==> config.mk <==
export PLATFORM = sky130hd
export DESIGN_NAME = sram_req_arbiter
export DESIGN_NICKNAME = d
export VERILOG_FILES = /design/src/rtl/sram_req_arbiter.sv
export SDC_FILE = /design/constraint.sdc
export NUM_CORES = 1
export LEC_CHECK = 0
export BUFFER_PORTS_ARGS = -buffer_cell sky130_fd_sc_hd__buf_2
export CAP_MARGIN = 10
export CELL_PAD_IN_SITES_DETAIL_PLACEMENT = 1
export CELL_PAD_IN_SITES_GLOBAL_PLACEMENT = 2
export CORE_MARGIN = 5
export CORE_UTILIZATION = 10
export CTS_BUF_LIST = sky130_fd_sc_hd__clkbuf_2 sky130_fd_sc_hd__clkbuf_4 sky130_fd_sc_hd__clkbuf_8
export DETAILED_ROUTE_END_ITERATION = 7
export GPL_TIMING_DRIVEN = 0
export PLACE_DENSITY = 0.73
export SLEW_MARGIN = 20
export SYNTH_ARGS = -nofsm -noshare
export SYNTH_HDL_FRONTEND = slang
export SYNTH_SLANG_ARGS = --single-unit
==> constraint.sdc <==
create_clock -name clk -period 2.5 [get_ports clk]
set_clock_uncertainty 0.05 [all_clocks]
set_input_delay 0.5 -clock clk [delete_from_list [all_inputs] [get_ports clk]]
set_output_delay 0.5 -clock clk [all_outputs]
set_load 0.05 [all_outputs]
==> src/rtl/sram_req_arbiter.sv <==
// sram_req_arbiter
//   Shares one sram-like slave port (towards the AXI bridge) between the
//   inst and data sram-like masters. Each request is arbitrated on its own.
//   The grant is held until addr_ok. A small in-order owner queue steers
//   every data_ok/rdata back to the master that issued the request.
//
//   Build option ARB_RR_EN:
//     defined   -> round-robin arbitration between inst and data
//     undefined -> fixed priority, data beats inst
module sram_req_arbiter #(
    parameter int OUTSTANDING = 4
) (
    input  logic        clk,
    input  logic        reset,

    input  logic        inst_sram_req,
    input  logic        inst_sram_wr,
    input  logic [1:0]  inst_sram_size,
    input  logic [3:0]  inst_sram_wstrb,
    input  logic [31:0] inst_sram_addr,
    input  logic [31:0] inst_sram_wdata,
    output logic [31:0] inst_sram_rdata,
    output logic        inst_sram_addr_ok,
    output logic        inst_sram_data_ok,

    input  logic        data_sram_req,
    input  logic        data_sram_wr,
    input  logic [1:0]  data_sram_size,
    input  logic [3:0]  data_sram_wstrb,
    input  logic [31:0] data_sram_addr,
    input  logic [31:0] data_sram_wdata,
    output logic [31:0] data_sram_rdata,
    output logic        data_sram_addr_ok,
    output logic        data_sram_data_ok,

    output logic        s_sram_req,
    output logic        s_sram_wr,
    output logic [1:0]  s_sram_size,
    output logic [3:0]  s_sram_wstrb,
    output logic [31:0] s_sram_addr,
    output logic [31:0] s_sram_wdata,
    input  logic [31:0] s_sram_rdata,
    input  logic        s_sram_addr_ok,
    input  logic        s_sram_data_ok,

    output logic        arb_err
);

    localparam int CNT_W = $clog2(OUTSTANDING + 1);

    typedef enum logic {
        OWN_INST = 1'b0,
        OWN_DATA = 1'b1
    } owner_e;

    // Grant lock: keeps the selected master on the port until addr_ok
    logic   lock_v;
    owner_e lock_id;

    // Owner queue: bit 0 is the head (oldest accepted request)
    logic [OUTSTANDING-1:0] owner_q, owner_q_next;
    logic [CNT_W-1:0]       count, count_next, widx;

    owner_e sel;
    logic   sel_req;
    logic   full, empty;
    logic   accept, push, pop;

`ifdef ARB_RR_EN
    owner_e rr_ptr;
`endif

    assign full   = (count == CNT_W'(OUTSTANDING));
    assign empty  = (count == '0);
    assign accept = s_sram_req & s_sram_addr_ok;
    assign push   = accept;
    assign pop    = s_sram_data_ok & ~empty;

    // Pick the master that owns the address phase this cycle
    always_comb begin
        // NOTE: every always_comb output gets a default first so no latch is inferred.
        sel = OWN_INST;
        if (lock_v) begin
            sel = lock_id;
        end else begin
`ifdef ARB_RR_EN
            if (inst_sram_req && data_sram_req) begin
                sel = rr_ptr;
            end else if (data_sram_req) begin
                sel = OWN_DATA;
            end
`else
            if (data_sram_req) begin
                sel = OWN_DATA;
            end
`endif
        end
    end

    // Address-phase mux towards the bridge plus per-master addr_ok
    always_comb begin
        s_sram_wr         = 1'b0;
        s_sram_size       = '0;
        s_sram_wstrb      = '0;
        s_sram_addr       = '0;
        s_sram_wdata      = '0;
        inst_sram_addr_ok = 1'b0;
        data_sram_addr_ok = 1'b0;

        sel_req    = (sel == OWN_DATA) ? data_sram_req : inst_sram_req;
        s_sram_req = sel_req & ~full;

        if (s_sram_req) begin
            if (sel == OWN_DATA) begin
                s_sram_wr         = data_sram_wr;
                s_sram_size       = data_sram_size;
                s_sram_wstrb      = data_sram_wstrb;
                s_sram_addr       = data_sram_addr;
                s_sram_wdata      = data_sram_wdata;
                data_sram_addr_ok = s_sram_addr_ok;
            end else begin
                s_sram_wr         = inst_sram_wr;
                s_sram_size       = inst_sram_size;
                s_sram_wstrb      = inst_sram_wstrb;
                s_sram_addr       = inst_sram_addr;
                s_sram_wdata      = inst_sram_wdata;
                inst_sram_addr_ok = s_sram_addr_ok;
            end
        end
    end

    // Response routing: the queue head names the owner of this data_ok
    always_comb begin
        inst_sram_data_ok = pop & (owner_q[0] == OWN_INST);
        data_sram_data_ok = pop & (owner_q[0] == OWN_DATA);
    end

    assign inst_sram_rdata = s_sram_rdata;
    assign data_sram_rdata = s_sram_rdata;

    // Lock register: set on an unaccepted request, cleared on acceptance
    always_ff @(posedge clk) begin
        // NOTE: sequential state uses non-blocking assignments only.
        if (reset) begin
            lock_v  <= 1'b0;
            lock_id <= OWN_INST;
        end else if (accept) begin
            lock_v  <= 1'b0;
        end else if (s_sram_req) begin
            lock_v  <= 1'b1;
            lock_id <= sel;
        end
    end

    // Owner queue next state: shift out on pop, write behind the tail on push
    always_comb begin
        owner_q_next = owner_q;
        widx         = count;
        if (pop) begin
            owner_q_next = owner_q >> 1;
            widx         = count - CNT_W'(1);
        end
        if (push) begin
            for (int i = 0; i < OUTSTANDING; i++) begin
                if (CNT_W'(i) == widx) begin
                    owner_q_next[i] = sel;
                end
            end
        end
        count_next = count + CNT_W'(push) - CNT_W'(pop);
    end

    // Owner queue, occupancy and sticky protocol-error flag
    always_ff @(posedge clk) begin
        // NOTE: the owner queue is only a few flops, so it is cleared on reset
        //       to make the head well defined straight away.
        if (reset) begin
            owner_q <= '0;
            count   <= '0;
            arb_err <= 1'b0;
        end else begin
            owner_q <= owner_q_next;
            count   <= count_next;
            if (s_sram_data_ok && empty) begin
                arb_err <= 1'b1;
            end
        end
    end

`ifdef ARB_RR_EN
    // Round-robin pointer: after each acceptance prefer the other master
    always_ff @(posedge clk) begin
        if (reset) begin
            rr_ptr <= OWN_INST;
        end else if (accept) begin
            rr_ptr <= (sel == OWN_INST) ? OWN_DATA : OWN_INST;
        end
    end
`endif

endmodule

* Word level (Yosys, flattened, before mapping)
Index checks and enable logic that the tools add are counted.
** Cells by class
- Bitwise logic cells :: 9
- Add/subtract/negate cells :: 3
- Mux-type cells :: 24
- Equal/unequal tests :: 4
- Reductions and logical operators :: 5
** Operators by type and width (number)
- 32-bit 2-to-1 mux :: 4
- 4-bit 2-to-1 mux :: 4
- 1-bit 2-to-1 mux :: 13
- 2-bit by 3-bit equality test with 1-bit output, first input constant :: 2
- 3-bit zero test :: 2
- 1-bit AND :: 5
- 2-bit 2-to-1 mux :: 2
- 1-bit inverter :: 4
- 3-bit by 1-bit adder with 3-bit output :: 1
- 1-bit by 3-bit equality test with 1-bit output, first input constant :: 1
- 3-bit equality test, second input constant :: 1
- 3-bit 2-to-1 mux :: 1
- 3-bit by 1-bit subtractor with 3-bit output :: 1
- 3-bit by 1-bit subtractor with 3-bit output, second input constant :: 1
- 2-bit AND reduction :: 1
- 2-bit OR reduction :: 1
- 1-bit logical AND :: 1
** Storage, ports and cells
- Bits of input ports :: 180
- Register bits after elaboration :: 10
- Output and inout port bits :: 141
- Word-level logic and storage cells :: 50

* Depth between registers and ports, before layout
Gate-level depths: netlist (run 1).
- Depth after elaboration :: 7
- Gate-level depth with buffers :: 15
- Mapped depth without buffers :: 13

* Worst setup path before layout (run 1)
OpenSTA, ideal clock, no wires.
- Kind :: reg2out
- Start point :: register count[0]
- End point :: output s_sram_addr[0]
- Path slack :: -0.142 ns
- Buffers on the path :: 2
- Arrival time :: 2.092 ns
- Required time :: 1.950 ns
- Cell stages (with the launch flop) :: 8
- Cells stage by stage :: dfxtp_1 -> inv_1 -> ha_1 -> o2bb2ai_1 -> a21o_1 -> buf_6 -> clkbuf_1 -> a21oi_1
** On the way
- Word-level cells in the longest chain between the ends :: 4
** Ends and longest elaborated chain
- start: declaration :: RTL line 62 : logic [CNT_W-1:0] count, count_next, widx;
- start signal: assignment :: RTL line 183 : count <= count_next;
- 3-bit equality test :: RTL line 73 : assign full = (count == CNT_W'(OUTSTANDING));
- 1-bit inverter :: RTL line 111 : s_sram_req = sel_req & ~full;
- 1-bit AND :: RTL line 111
- 32-bit 2-to-1 mux :: RTL line 113 : if (s_sram_req) begin
- end: declaration :: RTL line 40 : output logic [31:0] s_sram_addr,
Every way passes these cells.

* Worst setup path after layout (run 1)
- Start point :: register count[0]
- End point :: register count[2]
** On the way
- Word-level cells in the longest chain between the ends :: 6
- Elaborated cells on any way between the ends :: 9
- Those cells by class :: add/sub: 2; eq/ne: 1; bitwise: 5; reduce/logical: 1
** Ends and longest elaborated chain
- 3-bit equality test :: RTL line 73
- 1-bit inverter :: RTL line 111
- 1-bit AND :: RTL line 111
- 1-bit AND :: RTL line 75 : assign accept = s_sram_req & s_sram_addr_ok;
- 3-bit by 1-bit adder with 3-bit output :: RTL line 170 : count_next = count + CNT_W'(push) - CNT_W'(pop);
- 3-bit by 1-bit subtractor with 3-bit output (*) :: RTL line 170
Mark *: on every way between the ends. The rest lies on a longest branch, timed or not.
A chain may end at the register's enable or synchronous reset.

==> summary.md, run 1 <==
| Metric | Value |
|---|---|
| Final cycle utilization of the critical path | 101% |
| Register area | around 210 um^2 |
| Critical Path Source | count[0]$_SDFF_PP0_ |
| Global-route wire length before repair | just under 20000 um |
| Share of cells above drive strength 1 | between 60 and 70% |
| Seq/Total Area, Yosys | a little over 9% |
| Power Density | about 930 nW/um^2 |
| Clock sink total | 10 |
| Synthesized instance count | roughly 380 |
| Area of the multi-input gates | ~1500 um^2 |
| F_max | a little under 0.4 GHz |
| Outcome | complete, but fails checks |
| Initial antenna violation count | 0 |
| Detailed Route Iter0 Violations | ~110 |
| Htree depth | 1 |
| GRT Total Usage | under 10% |
| Worst VDD drop | 0.000221 V |
| Nets | slightly below 900 |
| Buffers on Ports | 288 |
| Max_cap viols | 0 |
| Avg Inst Size Synth | 5.75 um^2 |
| CTS max path bufs | 2 |
| Slowest-stage cell, CP | fa_2 |
| Max stage delay on crit path | 0.39 ns |
| Vias in the first global route | roughly 3500 |
| DRT Pass-1 Iters | 4 |
| Critical-path maximum fanout | 5 |
| FF+latch count, synth | 10 |
| Mapped Area | approximately 2200 um^2 |
| Full die area | roughly 25000 um^2 |
| Worst setup margin | -0.0203 ns |
| Via/cell ratio | 3.72 |
| Core footprint | about 22000 um^2 |
| Worst path required time | around 2.6 ns |
| Largest net degree at the start of global routing | 11 |
| P_leak | approximately 2.5 nW |
| R2R Path Start | count[0]$_SDFF_PP0_ |
| Residual DRC | 0 |
| Max Slew Vio Count | 0 |
| CP Capture Type | flop |
| Violated checks | setup timing |
| Area Overhead vs Synth | 111% |
| Chip width | 158 um |
| I/O Pins | ~320 |
| Clock tree from TritonCTS | yes |
| Hold Path Origin | arb_err$_SDFFE_PP0P_ |
| Grt ovf | 0 |
| Net count after synthesis | 566 |
| Worst hold path class | flop to flop |
| Worst-margin pin slew | about 0.55 ns |
| CTS root buffer | clkbuf_8 |
| Final wirelength | roughly 15000 um |
| Chip height | roughly 160 um |
| Cells along the critical path | inv_6 -> ha_4 -> o2bb2ai_2 -> a21o_1 -> buf_8 -> inv_4 -> buf_12 -> nand2_8 -> xor2_2 -> ha_2 -> inv_2 -> fa_2 -> xor2_1 -> xnor2_1 -> nor2_1 |
| RePlAce Congestion | ~0.73 |
| Crit path DAT | roughly 2.6 ns |
| Total CTS buffers | 3 |
| RSZ-0062 raised after global routing | yes |
| Fin. Hold Viols | 0 |
| Dpl cells | 950 |
| Period minus WS final | 2.52 ns |
| DP Wirelength | 12000 um |
| FILL cells | roughly 2800 |
| Initial Util | around 10% |
| Relative slew margins | 63.0% |
| Setup Crit Path Kind | flop to flop |
| Clk slew on worst S/H paths | ~0.05 ns |
| # rows | 54 |
| Pre-CTS setup slack | -0.404 ns |
| Final ANT Viol Nets | 0 |
| Ant. Diodes | 0 |
| Vias | around 3600 |
| Synth warn | 0 |
| Crit start category | flop |
| Total power | approximately 4.3 mW |
| Wire length per cell | ~15 um |
| Count of cell types in the netlist | 35 |
| Post-route insts no fill | a little under 1000 |
| Clk Latency, worst-skew pair | approximately 0.24 ns |
| Setup violators final | 1 |
[per-layer routing]
layer  GRT usage [%]  routed length [um]
met5               0                   0
met1            11.7                5370
met4            1.14                 118
met2            18.9                7810
met3            1.83                1240
[logic make-up (layout without fill, tap and decap cells)]
| group | after synthesis | after routing | synth area share [%] |
|---|---|---|---|
| AND/OR/NAND/NOR | 166 | 166 | 29.7 |
| buffers and inverters | 98 | 401 | 29.2 |
| AO/OA/AOI/OAI | 94 | 94 | 24.7 |
| flip-flops | 10 | 10 | 9.12 |
| multiplexers | 7 | 7 | 3.48 |
| adder cells (fa/ha/maj) | 4 | 4 | 2.62 |
| XOR/XNOR | 3 | 3 | 1.20 |
[metrics by stage]
stage,utilization (%),cell area (um^2),hold WS [ns],TNS (ns)
5_1_grt,21.3,4630,0.451,-0.631
3_3_place_gp,18.4,4000,0.400,-11.29
3_5_place_dp,18.4,4000,0.419,-12.41
2_1_floorplan,-,2200,0.470,-2.55
4_1_cts,19.3,4200,0.431,-1.57
6_report,21.3,4630,0.421,-0.0203
[worst max-delay path: cells and delay by family, from the launching register on]
kind / cells / cell delay [ns]
adder cells (fa/ha/maj): 3 / 0.74
buffers and inverters: 5 / 0.38
AO/OA/AOI/OAI: 2 / 0.29
XOR/XNOR: 3 / 0.46
flip-flops: 1 / 0.37
AND/OR/NAND/NOR: 2 / 0.10
[repair_timing]
action                                  4_1_cts  5_1_grt
hold buffers                                  0        0
cloned                                        0        1
endpoints found under the setup margin       74       74
setup buffers                                 2        9
pin swaps                                     1        5
gates resized for setup                      65      147
[state kept, by name, indices dropped and copies added, names as in the netlist]
| register | count |
|---|---|
| lock_id | 1 |
| owner_q | 4 |
| arb_err | 1 |
| lock_v | 1 |
| count | 3 |
[report_power, final]
part           internal (mW)  switching, mW  total [mW]
combinational           1.29           2.61        3.90
sequential             0.209         0.0461       0.255
clock                  0.106         0.0662       0.172
[area by class of cell]
cell class              instances  area share (%)
flip-flops and latches         10            4.49
repair buffers                300            38.2
clock buffers                   3           0.892
inverters                       6           0.703
plain buffers                  92            15.2
well taps                     280            7.57
multi-input cells             274            33.0
[synthesized netlist by cell type (all sizes together)]
library cell	instances	area, um^2
o211ai	4	45.1
dfxtp	10	200
ha	3	37.5
a21o	1	7.51
fa	1	20.0
a21oi	77	385
a211oi	5	37.5
a311oi	2	35.0
and3b	1	8.76
o2bb2ai	1	8.76
nand2b	1	6.26
nor2	9	33.8
nand2	145	544
and4	1	8.76
clkbuf	17	63.8
nor2b	2	12.5
nor4	2	12.5
a21boi	1	7.51
nor3	1	5.00
mux2	5	56.3
o21ai	3	15.0
xnor2	1	8.76
mux2i	2	20.0
buf	75	552
xor2	2	17.5
inv	6	25.0
and3	1	6.26
nand3	3	15.0
[worst paths after layout]
kind / to / slack, ns / cells past startpoint
setup / recovery: count[2]$_SDFF_PP0_ / -0.02 / 15
hold / removal: arb_err$_SDFFE_PP0P_ / 0.42 / 2
setup reg to reg: count[2]$_SDFF_PP0_ / -0.02 / 15
hold reg to reg: arb_err$_SDFFE_PP0P_ / 0.42 / 2
[cell usage in the layout (no fill, tap or decap), types with 2 or more instances in the layout]
| cell | n |
|---|---|
| clkbuf_4 | 16 |
| nand3_1 | 3 |
| inv_4 | 2 |
| mux2_1 | 5 |
| o211ai_2 | 3 |
| buf_2 | 224 |
| dfxtp_4 | 2 |
| a211oi_1 | 5 |
| clkbuf_1 | 2 |
| nor2b_1 | 2 |
| a21oi_1 | 45 |
| clkbuf_8 | 3 |
| a21oi_2 | 32 |
| nor2_1 | 9 |
| inv_1 | 2 |
| nand2_1 | 144 |
| buf_4 | 127 |
| nor4_1 | 2 |
| buf_6 | 16 |
| buf_8 | 2 |
| clkbuf_2 | 3 |
| o21ai_0 | 3 |
| dfxtp_1 | 8 |
Power figures use the tool's default switching activity.
==> run 2: changes to the inputs <==
--- a/config.mk
+++ b/config.mk
@@ -5,6 +5,7 @@
 export SDC_FILE = /design/constraint.sdc
 export NUM_CORES = 1
 export LEC_CHECK = 0
+export ABC_AREA = 1
 export BUFFER_PORTS_ARGS = -buffer_cell sky130_fd_sc_hd__buf_2
 export CAP_MARGIN = 10
 export CELL_PAD_IN_SITES_DETAIL_PLACEMENT = 1
@@ -14,7 +15,7 @@
 export CTS_BUF_LIST = sky130_fd_sc_hd__clkbuf_2 sky130_fd_sc_hd__clkbuf_4 sky130_fd_sc_hd__clkbuf_8
 export DETAILED_ROUTE_END_ITERATION = 7
 export GPL_TIMING_DRIVEN = 0
-export PLACE_DENSITY = 0.73
+export PLACE_DENSITY = 0.74
 export SLEW_MARGIN = 20
 export SYNTH_ARGS = -nofsm -noshare
 export SYNTH_HDL_FRONTEND = slang
==> run 2 against run 1 <==
Against the previous run:
- the run now ends clean
- clock power is essentially flat
- largest power group unchanged
- non-clock buffer count shrank 14
- sequential cell count is the same
- clock-buffer cell count unchanged
- design area down 8.9%
- combinational power shrank 6.4%
- critical endpoint is now s_sram_addr[14]
- first-iteration DRC count down 26%
- total power shrank 5.8%
- setup slack improved by 0.14 ns
- die area down 0.27%
- sequential power barely moved
==> summary.md, run 2 <==
| Metric | Value |
|---|---|
| Outcome | finished clean |
| GRT Total Usage | approximately a tenth |
| Fin. Hold Viols | 0 |
| Post-CTS setup repair buffer count | 0 |
| Power Density | between 900 and 1000 nW/um^2 |
| Max stage delay on crit path | about 0.38 ns |
| Count leader, synth | nand2_1 |
| Relative slew margins | ~80% |
| Ant. Diodes | 0 |
| Grt ovf | 0 |
| Chip width | about 160 um |
| Synthesized instance count | ~410 |
| Total power | 4.08 mW |
| Max_cap viols | 0 |
| Synth Area in XOR/XNOR | 0.400% |
| DP Wirelength | 12000 um |
| Clk slew on worst S/H paths | ~0.050 ns |
| Synth top area share | between 20 and 30% |
| Post-synthesis mux area share | 0% |
| Nets | 884 |
| Hold-fix buffers, CTS | 0 |
| Top cells by instance count after synthesis | 165 x nand2_1, 78 x a21oi_1, 73 x buf_4 |
| Clock sink total | 10 |
| Final cycle utilization of the critical path | 95.1% |
| Synth warn | 0 |
| Share of cells above drive strength 1 | 57.9% |
| Largest regs | owner_q: 4 flops, count: 3 flops |
| Crit path DAT | approximately 1.8 ns |
| RSZ-0062 raised after global routing | yes |
| Via/cell ratio | between 3 and 4 |
| Reg with most FFs | owner_q |
| Net Switching | 2.75 mW |
| Net count after synthesis | 591 |
| Register area | 203 um^2 |
| Area leader, netlist | nand2_1 |
| Cell family with most CP delay | buffers and inverters |
| Worst hold path class | flop to flop |
| RePlAce Congestion | 0.721 |
| Htree depth | 1 |
| CP Capture Type | primary output |
| # rows | 54 |
| Crit path top cell by count | buf_4 |
| Residual DRC | 0 |
| Largest family of logic cells by synthesized area | simple AND/OR/NAND/NOR gates |
| Total CTS buffers | 3 |
| Worst path required time | 1.95 ns |
| Avg Inst Size Synth | 5.38 um^2 |
| Mapped Area | between 2000 and 2500 um^2 |
| Simple-Gate Fraction of Synth Area | a little over a third |
| Setup violators final | 0 |
| Chip height | around 160 um |
| Gate power share | between 80% and 90% |
| Area of the multi-input gates | around 1300 um^2 |
| Clk Latency, worst-skew pair | 0.24 ns |
| Worst path bufs/invs | 4 |
| Crit start category | flop |
| Clock tree from TritonCTS | yes |
| Vias | between 3000 and 4000 |
| Seq/Total Area, Yosys | a little under a tenth |
| Synth Flop Type | dfxtp_1 |
| Detailed Route Iter0 Violations | ~80 |
| Sw frac | 67.4% |
| F_max | between 0.4 and 0.5 GHz |
| Post-synth EDFFs | 0 |
| Full die area | about 25000 um^2 |
| Max reg flops | 4 |
| Count of cell types in the netlist | 19 |
| Async set-reset flop share out of synthesis | 0% |
| Post-Synth Adder-Cell Area | approximately 2.6% |
| Largest net degree at the start of global routing | 11 |
| Slowest-stage cell, CP | dfxtp_2 |
| Setup Crit Path Kind | flop to primary output |
| Critical-path maximum fanout | 10 |
| Final hold slack | 0.411 ns |
| Synth Area in Compound Gates | 19.5% |
| I/O Pins | 321 |
| Area Overhead vs Synth | 92.7% |
| Cells along the critical path | inv_2 -> ha_4 -> nand2_1 -> nand2_2 -> buf_4 -> buf_4 -> a21oi_1 -> buf_2 |
| Max Slew Vio Count | 0 |
| Clock share of power | 4.2% |
| CTS root buffer | clkbuf_8 |
| Internal | roughly 1.3 mW |
| Initial Util | just over 10% |
| Part of the power in registers | 6.2% |
| Util after Layout | roughly 19% |
| Pre-CTS setup slack | -0.198 ns |
| Buffers on Ports | approximately 290 |
| Worst-margin pin slew | about 0.33 ns |
| Final ANT Viol Nets | 0 |
| Period minus WS final | about 2.4 ns |
| Initial antenna violation count | 0 |
| P_leak | about 2.4 nW |
| Final wirelength | around 14000 um |
| Worst VDD drop | approximately 0.00032 V |
| Vias in the first global route | 3611 |
| Most common cell after layout, fill and taps aside | buf_2 |
| Worst setup margin | roughly 0.12 ns |
| Most frequent cells in the layout | 251 x buf_2, 164 x nand2_1, 100 x buf_4 |
| FF+latch count, synth | 10 |
| Core footprint | 21700 um^2 |
| Top area cells in the synthesized netlist | nand2_1 28%, buf_4 25%, a21oi_1 18%, dfxtp_1 9.1%, buf_2 3.0% |
| FILL cells | 2829 |
| CTS max path bufs | 2 |
| DRT Pass-1 Iters | 4 |
| Global-route wire length before repair | roughly 19000 um |
| Wire length per cell | 14.3 um |
| Setup TNS | 0 ns |
-- run 2: per-stage QoR --
step                      std cells  cell area, um^2
after floorplan                 407             2190
after global placement          975             3980
after detailed placement        975             3980
after CTS                       978             4120
after global routing            978             4220
final                           978             4220
-- run 2: area by class of cell --
cell class              instances  share of cell area, %
plain buffers                  90                   16.1
clock buffers                   3                  0.979
inverters                      20                   1.84
multi-input cells             287                   31.3
flip-flops and latches         10                   4.80
well taps                     280                   8.30
repair buffers                288                   36.6
-- run 2: power groups by stage --
stage | Sequential [mW] | Combinational (mW) | Clock, mW
3_3_place_gp | 0.246 | 3.52 | 0
2_1_floorplan | 0.256 | 2.57 | 0
4_1_cts | 0.248 | 3.64 | 0.177
3_5_place_dp | 0.248 | 3.51 | 0
6_report | 0.255 | 3.65 | 0.170
5_1_grt | 0.262 | 3.95 | 0.189
-- run 2: cell families (layout without fill, tap and decap cells) --
family                   after synthesis  in the layout
AO/OA/AOI/OAI                         85             85
XOR/XNOR                               1              1
adder cells (fa/ha/maj)                4              4
buffers and inverters                110            401
flip-flops                            10             10
AND/OR/NAND/NOR                      197            197
-- run 2: metal layers --
layer / up-vias / routed length, um / global-route usage (%)
met5: - / 0 / 0
met4: 0 / 87 / 1.06
met3: 4 / 1540 / 1.97
met2: 194 / 7100 / 18.9
met1: 1559 / 5270 / 11.2
li1: 1799 / - / -
-- run 2: worst register-to-register path, delay by kind of cell (launching register included) --
kind	cells	cell delay (ns)
buf+inv	3	0.28
xor+xnor	1	0.17
flops	1	0.38
fa+ha+maj	3	0.72
compound gates	2	0.17
simple gates	5	0.43
-- run 2: path summary, 6_finish.rpt --
kind | startpoint | slack [ns] | end | cells after the start
worst max register to register | count[1]$_SDFF_PP0_ | 0.20 | count[2]$_SDFF_PP0_ | 14
worst min register to register | arb_err$_SDFFE_PP0P_ | 0.41 | arb_err$_SDFFE_PP0P_ | 2
worst min-delay path | arb_err$_SDFFE_PP0P_ | 0.41 | arb_err$_SDFFE_PP0P_ | 2
worst max-delay path | count[1]$_SDFF_PP0_ | 0.12 | s_sram_addr[14] | 8
-- run 2: what timing repair did --
action,CTS,global route
pin swaps,0,0
resized for setup,39,41
endpoints found under the setup margin,74,74
